**config.mk**
```make
export PLATFORM = sky130hd
export DESIGN_NAME = cdb_arbiter
export DESIGN_NICKNAME = d
export VERILOG_FILES = /design/src/rtl/cdb_arbiter.sv
export SDC_FILE = /design/constraint.sdc
export NUM_CORES = 1
export LEC_CHECK = 0
export BUFFER_PORTS_ARGS = -buffer_cell sky130_fd_sc_hd__buf_4
export CORE_MARGIN = 3
export CORE_UTILIZATION = 57
export DETAILED_ROUTE_END_ITERATION = 8
export HOLD_SLACK_MARGIN = 0.15
export PLACE_DENSITY = 0.85
export SYNTH_ARGS = -nofsm -noshare
export SYNTH_HDL_FRONTEND = slang
export SYNTH_SLANG_ARGS = --single-unit
```
**constraint.sdc**
```tcl
create_clock -name clk -period 9.58 [get_ports clk]
set_clock_uncertainty 0.2 [all_clocks]
set_input_delay 0.479 -clock clk [delete_from_list [all_inputs] [get_ports clk]]
set_output_delay 0.479 -clock clk [all_outputs]
set_load 0.02 [all_outputs]
```
**src/rtl/cdb_arbiter.sv**
```systemverilog
// cdb_arbiter: Common Data Bus arbiter. One small FIFO per result source;
// a round-robin pointer picks one non-empty FIFO per cycle and the popped
// head is registered onto the CDB the following edge.
// Optional build macro CDB_FLAGS_EN: carry ICC/Y writeback fields per entry.

// Per-source result FIFO: power-of-two depth, registered occupancy count.
module cdb_src_fifo #(
  parameter int DEPTH = 2,
  parameter int DW    = 37
) (
  input  logic          clk,
  input  logic          rst,
  input  logic          push,
  input  logic [DW-1:0] din,
  input  logic          pop,
  output logic [DW-1:0] dout,
  output logic          empty,
  output logic          full
);
  localparam int AW = $clog2(DEPTH);
  localparam int CW = AW + 1;

  logic [DW-1:0] mem [DEPTH];
  logic [AW-1:0] wr_ptr, rd_ptr;
  logic [CW-1:0] count;

  assign dout  = mem[rd_ptr];
  assign empty = (count == '0);
  assign full  = (count == CW'(DEPTH));

  // Pointers wrap naturally because DEPTH is a power of two.
  always_ff @(posedge clk) begin
    if (rst) begin
      wr_ptr <= '0;
      rd_ptr <= '0;
      count  <= '0;
    end else begin
      if (push) wr_ptr <= wr_ptr + 1'b1;
      if (pop)  rd_ptr <= rd_ptr + 1'b1;
      count <= count + CW'(push) - CW'(pop);
    end
  end

  // Storage needs no reset; occupancy is tracked by count.
  always_ff @(posedge clk) begin
    if (push) mem[wr_ptr] <= din;
  end
endmodule

module cdb_arbiter #(
  parameter int NUM_SRC    = 4,
  parameter int FIFO_DEPTH = 2,
  parameter int TAG_W      = 5,
  parameter int VAL_W      = 32
) (
  input  logic                       clk,
  input  logic                       rst,
  input  logic [NUM_SRC-1:0]         in_src_valid,
  input  logic [NUM_SRC*TAG_W-1:0]   in_src_tag,
  input  logic [NUM_SRC*VAL_W-1:0]   in_src_val,
  input  logic [NUM_SRC*4-1:0]       in_src_icc,
  input  logic [NUM_SRC-1:0]         in_src_icc_we,
  input  logic [NUM_SRC*VAL_W-1:0]   in_src_y,
  input  logic [NUM_SRC-1:0]         in_src_y_we,
  output logic [NUM_SRC-1:0]         out_src_ready,
  output logic                       out_CDB_broadcast,
  output logic [TAG_W-1:0]           out_CDB_tag,
  output logic [VAL_W-1:0]           out_CDB_val,
  output logic [$clog2(NUM_SRC)-1:0] out_CDB_src,
  output logic [3:0]                 out_ICC_flags,
  output logic                       out_ICC_we,
  output logic [VAL_W-1:0]           out_Y_val,
  output logic                       out_Y_we,
  output logic                       out_bad_tag
);
  localparam int SRC_W = $clog2(NUM_SRC);
  localparam int TV    = TAG_W + VAL_W;
`ifdef CDB_FLAGS_EN
  localparam int ENT_W = TV + 4 + 1 + VAL_W + 1;
`else
  localparam int ENT_W = TV;
`endif

  logic [NUM_SRC-1:0][ENT_W-1:0] ent_in, ent_out;
  logic [NUM_SRC-1:0]            push, pop, empty, full, bad;
  logic [SRC_W-1:0]              rr_ptr, win;
  logic                          any;
  logic [ENT_W-1:0]              head;

  for (genvar i = 0; i < NUM_SRC; i++) begin : g_src
    assign out_src_ready[i] = !rst && !full[i];
    assign bad[i]  = in_src_valid[i] && out_src_ready[i] &&
                     (in_src_tag[i*TAG_W +: TAG_W] == '1);
    assign push[i] = in_src_valid[i] && out_src_ready[i] && !bad[i];
`ifdef CDB_FLAGS_EN
    assign ent_in[i] = {in_src_y_we[i], in_src_y[i*VAL_W +: VAL_W],
                        in_src_icc_we[i], in_src_icc[i*4 +: 4],
                        in_src_tag[i*TAG_W +: TAG_W], in_src_val[i*VAL_W +: VAL_W]};
`else
    assign ent_in[i] = {in_src_tag[i*TAG_W +: TAG_W], in_src_val[i*VAL_W +: VAL_W]};
`endif

    cdb_src_fifo #(.DEPTH(FIFO_DEPTH), .DW(ENT_W)) u_fifo (
      .clk   (clk),
      .rst   (rst),
      .push  (push[i]),
      .din   (ent_in[i]),
      .pop   (pop[i]),
      .dout  (ent_out[i]),
      .empty (empty[i]),
      .full  (full[i])
    );
  end

`ifndef CDB_FLAGS_EN
  // Flag inputs have no destination in this build.
  logic unused_flags;
  assign unused_flags = ^{in_src_icc, in_src_icc_we, in_src_y, in_src_y_we};
`endif

  // Round-robin pick: first non-empty FIFO at or after rr_ptr, with wrap.
  always_comb begin
    any = 1'b0;
    win = '0;
    pop = '0;
    for (int k = 0; k < NUM_SRC; k++) begin
      if (!any && !empty[(int'(rr_ptr) + k) % NUM_SRC]) begin
        any = 1'b1;
        win = SRC_W'((int'(rr_ptr) + k) % NUM_SRC);
      end
    end
    if (any) pop[win] = 1'b1;
  end

  assign head = ent_out[win];

  // Register the granted head onto the CDB; fields hold when idle.
  always_ff @(posedge clk) begin
    if (rst) begin
      rr_ptr            <= '0;
      out_CDB_broadcast <= 1'b0;
      out_CDB_tag       <= '0;
      out_CDB_val       <= '0;
      out_CDB_src       <= '0;
    end else begin
      out_CDB_broadcast <= any;
      if (any) begin
        out_CDB_val <= head[VAL_W-1:0];
        out_CDB_tag <= head[VAL_W +: TAG_W];
        out_CDB_src <= win;
        rr_ptr      <= (int'(win) == NUM_SRC - 1) ? '0 : win + 1'b1;
      end
    end
  end

  // Sticky flag for an INVALID_TAG handshake; cleared only by reset.
  always_ff @(posedge clk) begin
    if (rst)       out_bad_tag <= 1'b0;
    else if (|bad) out_bad_tag <= 1'b1;
  end

`ifdef CDB_FLAGS_EN
  // ICC/Y writeback fields; enables are qualified by the broadcast.
  always_ff @(posedge clk) begin
    if (rst) begin
      out_ICC_flags <= '0;
      out_ICC_we    <= 1'b0;
      out_Y_val     <= '0;
      out_Y_we      <= 1'b0;
    end else begin
      out_ICC_we <= any && head[TV+4];
      out_Y_we   <= any && head[TV+5+VAL_W];
      if (any) begin
        out_ICC_flags <= head[TV +: 4];
        out_Y_val     <= head[TV+5 +: VAL_W];
      end
    end
  end
`else
  assign out_ICC_flags = '0;
  assign out_ICC_we    = 1'b0;
  assign out_Y_val     = '0;
  assign out_Y_we      = 1'b0;
`endif
endmodule
```
Word-level counts from Yosys, hierarchy flattened:

Memories as Yosys holds them, arrays and structs flattened. A register that Yosys moved wholly into a read port is not among the register bits.
Index checks and enable logic that the tools add are counted.

* reduce and logical (&&, ||, !) cells: 42
* add/subtract/negate cells: 20
* equality and inequality tests: 9
* shift operators: 0
* bitwise logic cells: 3
* div/mod/pow operators: 0
* mux-type cells: 41
* multipliers: 0
* $lt $le $gt $ge: 6

Operators with widths (number)
* binary-select mux 37 bit (select 2 bit): 1
* two-way mux 37 bit: 1
* two-way mux 1 bit: 28
* equality test 5 bit (second input constant): 4
* logical AND 1 bit: 20
* logical NOT 1 bit: 14
* < comparator 3 x 4 -> 1 bit (second input constant): 3
* two-way mux 2 bit: 5
* adder 1 bit (second input constant): 8
* adder 2 x 1 -> 2 bit: 4
* binary-select mux 1 bit (select 2 bit): 4
* equality test 2 bit (second input constant): 4
* logical NOT 2 bit: 4
* subtractor 2 x 1 -> 2 bit: 4
* < comparator 2 x 3 -> 1 bit (second input constant): 2
* OR reduction 2 bit: 3
* adder 2 x 1 -> 2 bit (second input constant): 2
* adder 2 bit (second input constant): 2
* two-way mux 4 bit: 1
* OR reduction 4 bit: 1
* bitwise AND 1 bit (first input constant): 3
* demux 1 bit (select 2 bit): 1
* equality test 2 x 1 -> 1 bit (second input constant): 1
* greater-or-equal comparator 2 x 1 -> 1 bit (second input constant): 1

* memories: 4
* bits in registers: 59
* bits in read-only memories: 0
* logic and storage cells: 143
* bits in latches: 0
* bits in writable memories: 296
* input bits: 306

Memory list
* g_src[0].u_fifo.mem: depth 2, bits a word 37, read ports 1, clocked after memory_dff 1, wr ports 1, line 23 `logic [DW-1:0] mem [DEPTH];`
* g_src[1].u_fifo.mem: depth 2, bits a word 37, read ports 1, clocked after memory_dff 1, wr ports 1, line 23
* g_src[2].u_fifo.mem: depth 2, bits a word 37, read ports 1, clocked after memory_dff 1, wr ports 1, line 23
* g_src[3].u_fifo.mem: depth 2, bits a word 37, read ports 1, clocked after memory_dff 1, wr ports 1, line 23

Longest topological paths before layout:

* depth in word-level cells: 22
* gate-level depth with buffers: 13
* gate-level depth less buffers: 12

Modules after synthesis:

From an unflattened synthesis, not the netlist that was laid out.

* cells, all modules: 902
* area total of the unflattened synthesis: 15357.2 µm²

By module, submodules not included
* cdb_src_fifo: cells each 136, times used 4, area each 3039.2 µm², sequential area each 2322.2 µm²
* cdb_arbiter: cells each 358, times used 1, area each 3200.6 µm², sequential area each 860.8 µm²

Worst setup path after synthesis:

No wires, ideal clock.

* path type: input -> register
* start: input rst
* end: memory g_src[2].u_fifo.mem[0][0], enable pin
* cell stages on the path: 4
* required time: 8949 ps
* slack: 6001 ps
* library setup time: 431 ps
* arrival: 2948 ps
* cell sequence: clkbuf_1 > a21oi_1 > nand3_1 > nor2_1

* cells in the longest elaborated chain, start to end: 8

Ends and longest elaborated chain
* start, declared: line 57 `input logic rst,`
* logical NOT 1 bit (*): line 91 `assign out_src_ready[i] = !rst && !full[i];`
* logical AND 1 bit (*): line 91
* named net out_src_ready[2]: line 65 `output logic [NUM_SRC-1:0] out_src_ready,`
* logical AND 1 bit (*): line 92, 94
* logical AND 1 bit: line 92 `assign bad[i] = in_src_valid[i] && out_src_ready[i] &&`
* logical NOT 1 bit: line 94 `assign push[i] = in_src_valid[i] && out_src_ready[i] && !bad[i];`
* logical AND 1 bit (*): line 94
* two-way mux 1 bit (*): line 46 `if (push) mem[wr_ptr] <= din;`
* two-way mux 1 bit (implied by the code) (*): line 46
* end, declared: line 23

Mark *: on every way through the listed nets, which the timed path passes. The rest lies on a longest branch.

Final worst setup path:

* start: register g_src[3].u_fifo.count[0]
* end: register g_src[3].u_fifo.count[1]

* cells in the longest elaborated chain, start to end: 19
* elaborated cells on any way between the ends: 43
* those cells by class: 2 x add/sub; 2 x order compare; 1 x eq/ne; 22 x mux; 16 x reduce/logical

Ends and longest elaborated chain
* start, declared: line 25 `logic [CW-1:0] count;`
* start signal, assigned: line 40 `count <= count + CW'(push) - CW'(pop);`
* logical NOT 2 bit (*): line 28 `assign empty = (count == '0);`
* binary-select mux 1 bit (select 2 bit): line 127 `if (!any && !empty[(int'(rr_ptr) + k) % NUM_SRC]) begin`
* two-way mux 1 bit (implied by the code) (2 in a row): line 127
* logical NOT 1 bit: line 127
* logical AND 1 bit: line 127
* two-way mux 1 bit: line 127
* logical NOT 1 bit: line 127
* logical AND 1 bit: line 127
* [... 3 more ...]
* two-way mux 2 bit: line 127
* < comparator 2 x 3 -> 1 bit (implied by the code) or greater-or-equal comparator 2 x 1 -> 1 bit (tied branches): line 132 `if (any) pop[win] = 1'b1;`
* logical AND 1 bit (implied by the code): line 132
* two-way mux 1 bit (implied by the code): line 132
* demux 1 bit (select 2 bit): line 132
* two-way mux 4 bit (*): line 132
* named net g_src[3].u_fifo.pop: line 15 `input logic pop,`
* subtractor 2 x 1 -> 2 bit (*): line 40

Mark *: on every way through the listed nets, which the timed path passes. The rest lies on a longest branch. The select of a mux whose other input is x is not followed.
A chain may end at the register's enable or synchronous reset.

==> reports/metrics.yaml <==
critical_path:
  required_ns: 9.74
  worstPathMaxFanout: 42
  path_class: "register to register"
  cp_data_arrival_time_ns: 4.10
  end_kind: "register"
  crit_path_start_kind: "register"
clock_network:
  post_cts_buffers: 0
  insertion_delay_ns: 0.52
  cts_buffers: 37
  cts.sink_count: 359
  clk_pin_slew_ns: 0.06
  clockBufferDepth: 3
  htreeDepth: 2
  root_buffer: "clkbuf_16"
  cts_tree: "built"
routing:
  dr.first_iter.drc_count: 1401
  drt_wl_total_um: 40000
  drc: 0
  dr.max_layer_used: "met4"
  vias_per_cell: 5.96
  vias: 10512
  wl_met3_um: 3840
  routedWlPerCell_um: 22.7
  first_pass_iters: 6
  final_antenna_net_count: 0
  drt-met1-wl_um: 16700
  met2WireLength_um: 18300
timing:
  max_slew_margin: 0.180
  post-route-period-util: 0.411
  setup_tns_ns: 0
  final_max_slew_viol_count: 0
  fmax_ghz: 0.254
  setup_viol: 0
  finalCriticalPeriod_ns: 3.94
  setup_ws_ns: 5.64
  hold_viol: 0
  worst_slew_pin_slew_ns: 1.23
  grt_setup_unrepaired: "no"
  whs_ns: 0.168
placement:
  place.gp.congestion: 0.899
  dp_cells: 1546
  io_buffer_count: 198
  dp_hpwl_um: 23400
  dp_slack_ns: 5.69
synthesis:
  seq_area_frac_synth: 0.675
  yosysTopAreaCell: "edfxtp_1"
  synth_cell_type_count: 45
  synthTopCellsByArea: "edfxtp_1 59%, dfxtp_1 8.4%, mux2i_1 5.1%"
  yosysWarnings: 0
  synth_edf_count: 296
  ys_ff_latch: 359
  syn_area_um2: 15000
  syn_avg_cell_area_um2: 14.0
  synth_common_cells: "296 x edfxtp_1, 118 x a21oi_1, 79 x nand3_1, 77 x mux2i_1, 64 x nor2_1"
  async_flop_share: 0
  ys.flop_type: "edfxtp_1"
  synth_top_area_frac: 0.591
  synth_most_common_cell: "edfxtp_1"
  synthCells: 1077
die:
  start_util: 0.589
  core_um2: 25500
  die_w_um: 168
  fp-row-count: 58
  dieHeight_um: 168
  dieArea_um2: 28400
  ioPinCount: 389
finish:
  layout-drive-gt1-share: 0.251
  stdcell_count: 1763
  fillers: 1486
  syn_to_final_growth_pct: 29.6
  fin_nets: 1718
power_and_ir_drop:
  finalPower_mw: 5.96
  p_leak_nw: 7.03
  powerDensity_nw_per_um2: 306
  peakVddDrop_uv: 268
status:
  status: "completed"
grt:
  grt_pass1_wl_um: 60700
  grt_use_total: 0.277
  grt_pass1_vias: 10476
  antenna_found_initial: 1
  grt_max_degree: 72
  gr-total-overflow: 0
flow_run:
  drv_cap: 0
min_path:
  hold_path.class: "input port to register"
[registers in the layout, indices dropped and copies added (netlist names), named ones only]
signal and count:
rr_ptr 2, out_bad_tag 1, out_CDB_val 32, out_CDB_tag 5, g_src.u_fifo.wr_ptr 4, out_CDB_broadcast 1, g_src.u_fifo.rd_ptr 4, g_src.u_fifo.count 8
out_CDB_src 2, g_src.u_fifo.mem 296
[metrics by stage]
step / utilization / cell area (um^2)
2_1_floorplan: - / 15200
3_3_place_gp: 0.653 / 16700
3_5_place_dp: 0.653 / 16700
4_1_cts: 0.763 / 19500
5_1_grt: 0.763 / 19500
6_report: 0.763 / 19500
[layer usage]
metal / vias up / GRT usage
li1: 4711 / -
met1: 5114 / 0.397
met2: 608 / 0.434
met3: 79 / 0.0537
met4: 0 / 0.0882
met5: - / 0
[report_power, final]
| part | total (mW) | internal (mW) | switching (mW) |
|---|---|---|---|
| sequential | 2.00 | 1.89 | 0.115 |
| clock | 1.55 | 0.950 | 0.595 |
| combinational | 2.41 | 0.847 | 1.56 |
| total | 5.96 | 3.68 | 2.27 |
[timing repair]
item	4_1_cts	5_1_grt
endpoints found under the hold margin	296	0
hold buffers	148	0
setup endpoints to repair	0	0
gates resized for setup	0	0
[cells in the final DEF, fill, tap and decap left out, types with 15 or more instances in the layout]
cell / instances
inv_1: 15
buf_4: 209
clkbuf_16: 40
a221oi_1: 34
dlygate4sd3_1: 148
nor2_1: 56
nor2b_1: 38
a2111oi_2: 28
edfxtp_1: 296
dfxtp_1: 60
o21ai_0: 33
nand3_1: 79
mux2_2: 37
a21oi_1: 118
mux2i_1: 77
conb_1: 38
[worst max-delay path, cell delays in order, from the launching register on]
cell and delay, ns:
dfxtp_1 0.37, or4_4 0.62, o2111a_2 0.44, nor2_4 0.18, buf_4 0.44, inv_2 0.22
ha_1 0.24, and2_1 0.18, ha_1 0.30, inv_1 0.05, ha_1 0.14, xor2_1 0.17
xnor2_1 0.13, nor2_1 0.05
[cell families (layout without fill, tap and decap cells)]
logic type,count (synthesis),count (layout),share of synthesized area
adders and majority gates,9,9,0.00748
DFF,359,359,0.675
other,1,39,0.000249
and+or+nand+nor,207,207,0.0698
buffers and inverters,123,441,0.0429
muxes,114,114,0.0789
xor gates and xnor gates,13,13,0.00757
AOI/OAI and AO/OA,251,251,0.119
[final timing paths]
| check | from | endpoint | slack (ns) | cells after the start |
|---|---|---|---|---|
| worst min-delay path | in_src_valid[3] | out_bad_tag$_SDFFE_PP0P_ | 0.17 | 4 |
| worst max register to register | g_src[3].u_fifo.count[0]$_SDFF_PP0_ | g_src[3].u_fifo.count[1]$_SDFF_PP0_ | 5.64 | 13 |
| worst min register to register | out_CDB_src[0]$_SDFFE_PP0P_ | out_CDB_src[0]$_SDFFE_PP0P_ | 0.26 | 2 |
| worst max-delay path | g_src[3].u_fifo.count[0]$_SDFF_PP0_ | g_src[3].u_fifo.count[1]$_SDFF_PP0_ | 5.64 | 13 |
[layout make-up]
cell class / instances / area (um^2) / area share
Antenna cell: 1 / 2.50 / 0.000128
Multi-Input combinational cell: 632 / 4480 / 0.230
Timing Repair Buffer: 357 / 3050 / 0.156
Clock buffer: 48 / 1060 / 0.0544
Clock inverter: 20 / 269 / 0.0138
Inverter: 16 / 60.1 / 0.00308
Sequential cell: 359 / 10200 / 0.521
Tap cell: 330 / 413 / 0.0212
No activity file was read; power rests on OpenSTA's default activity.
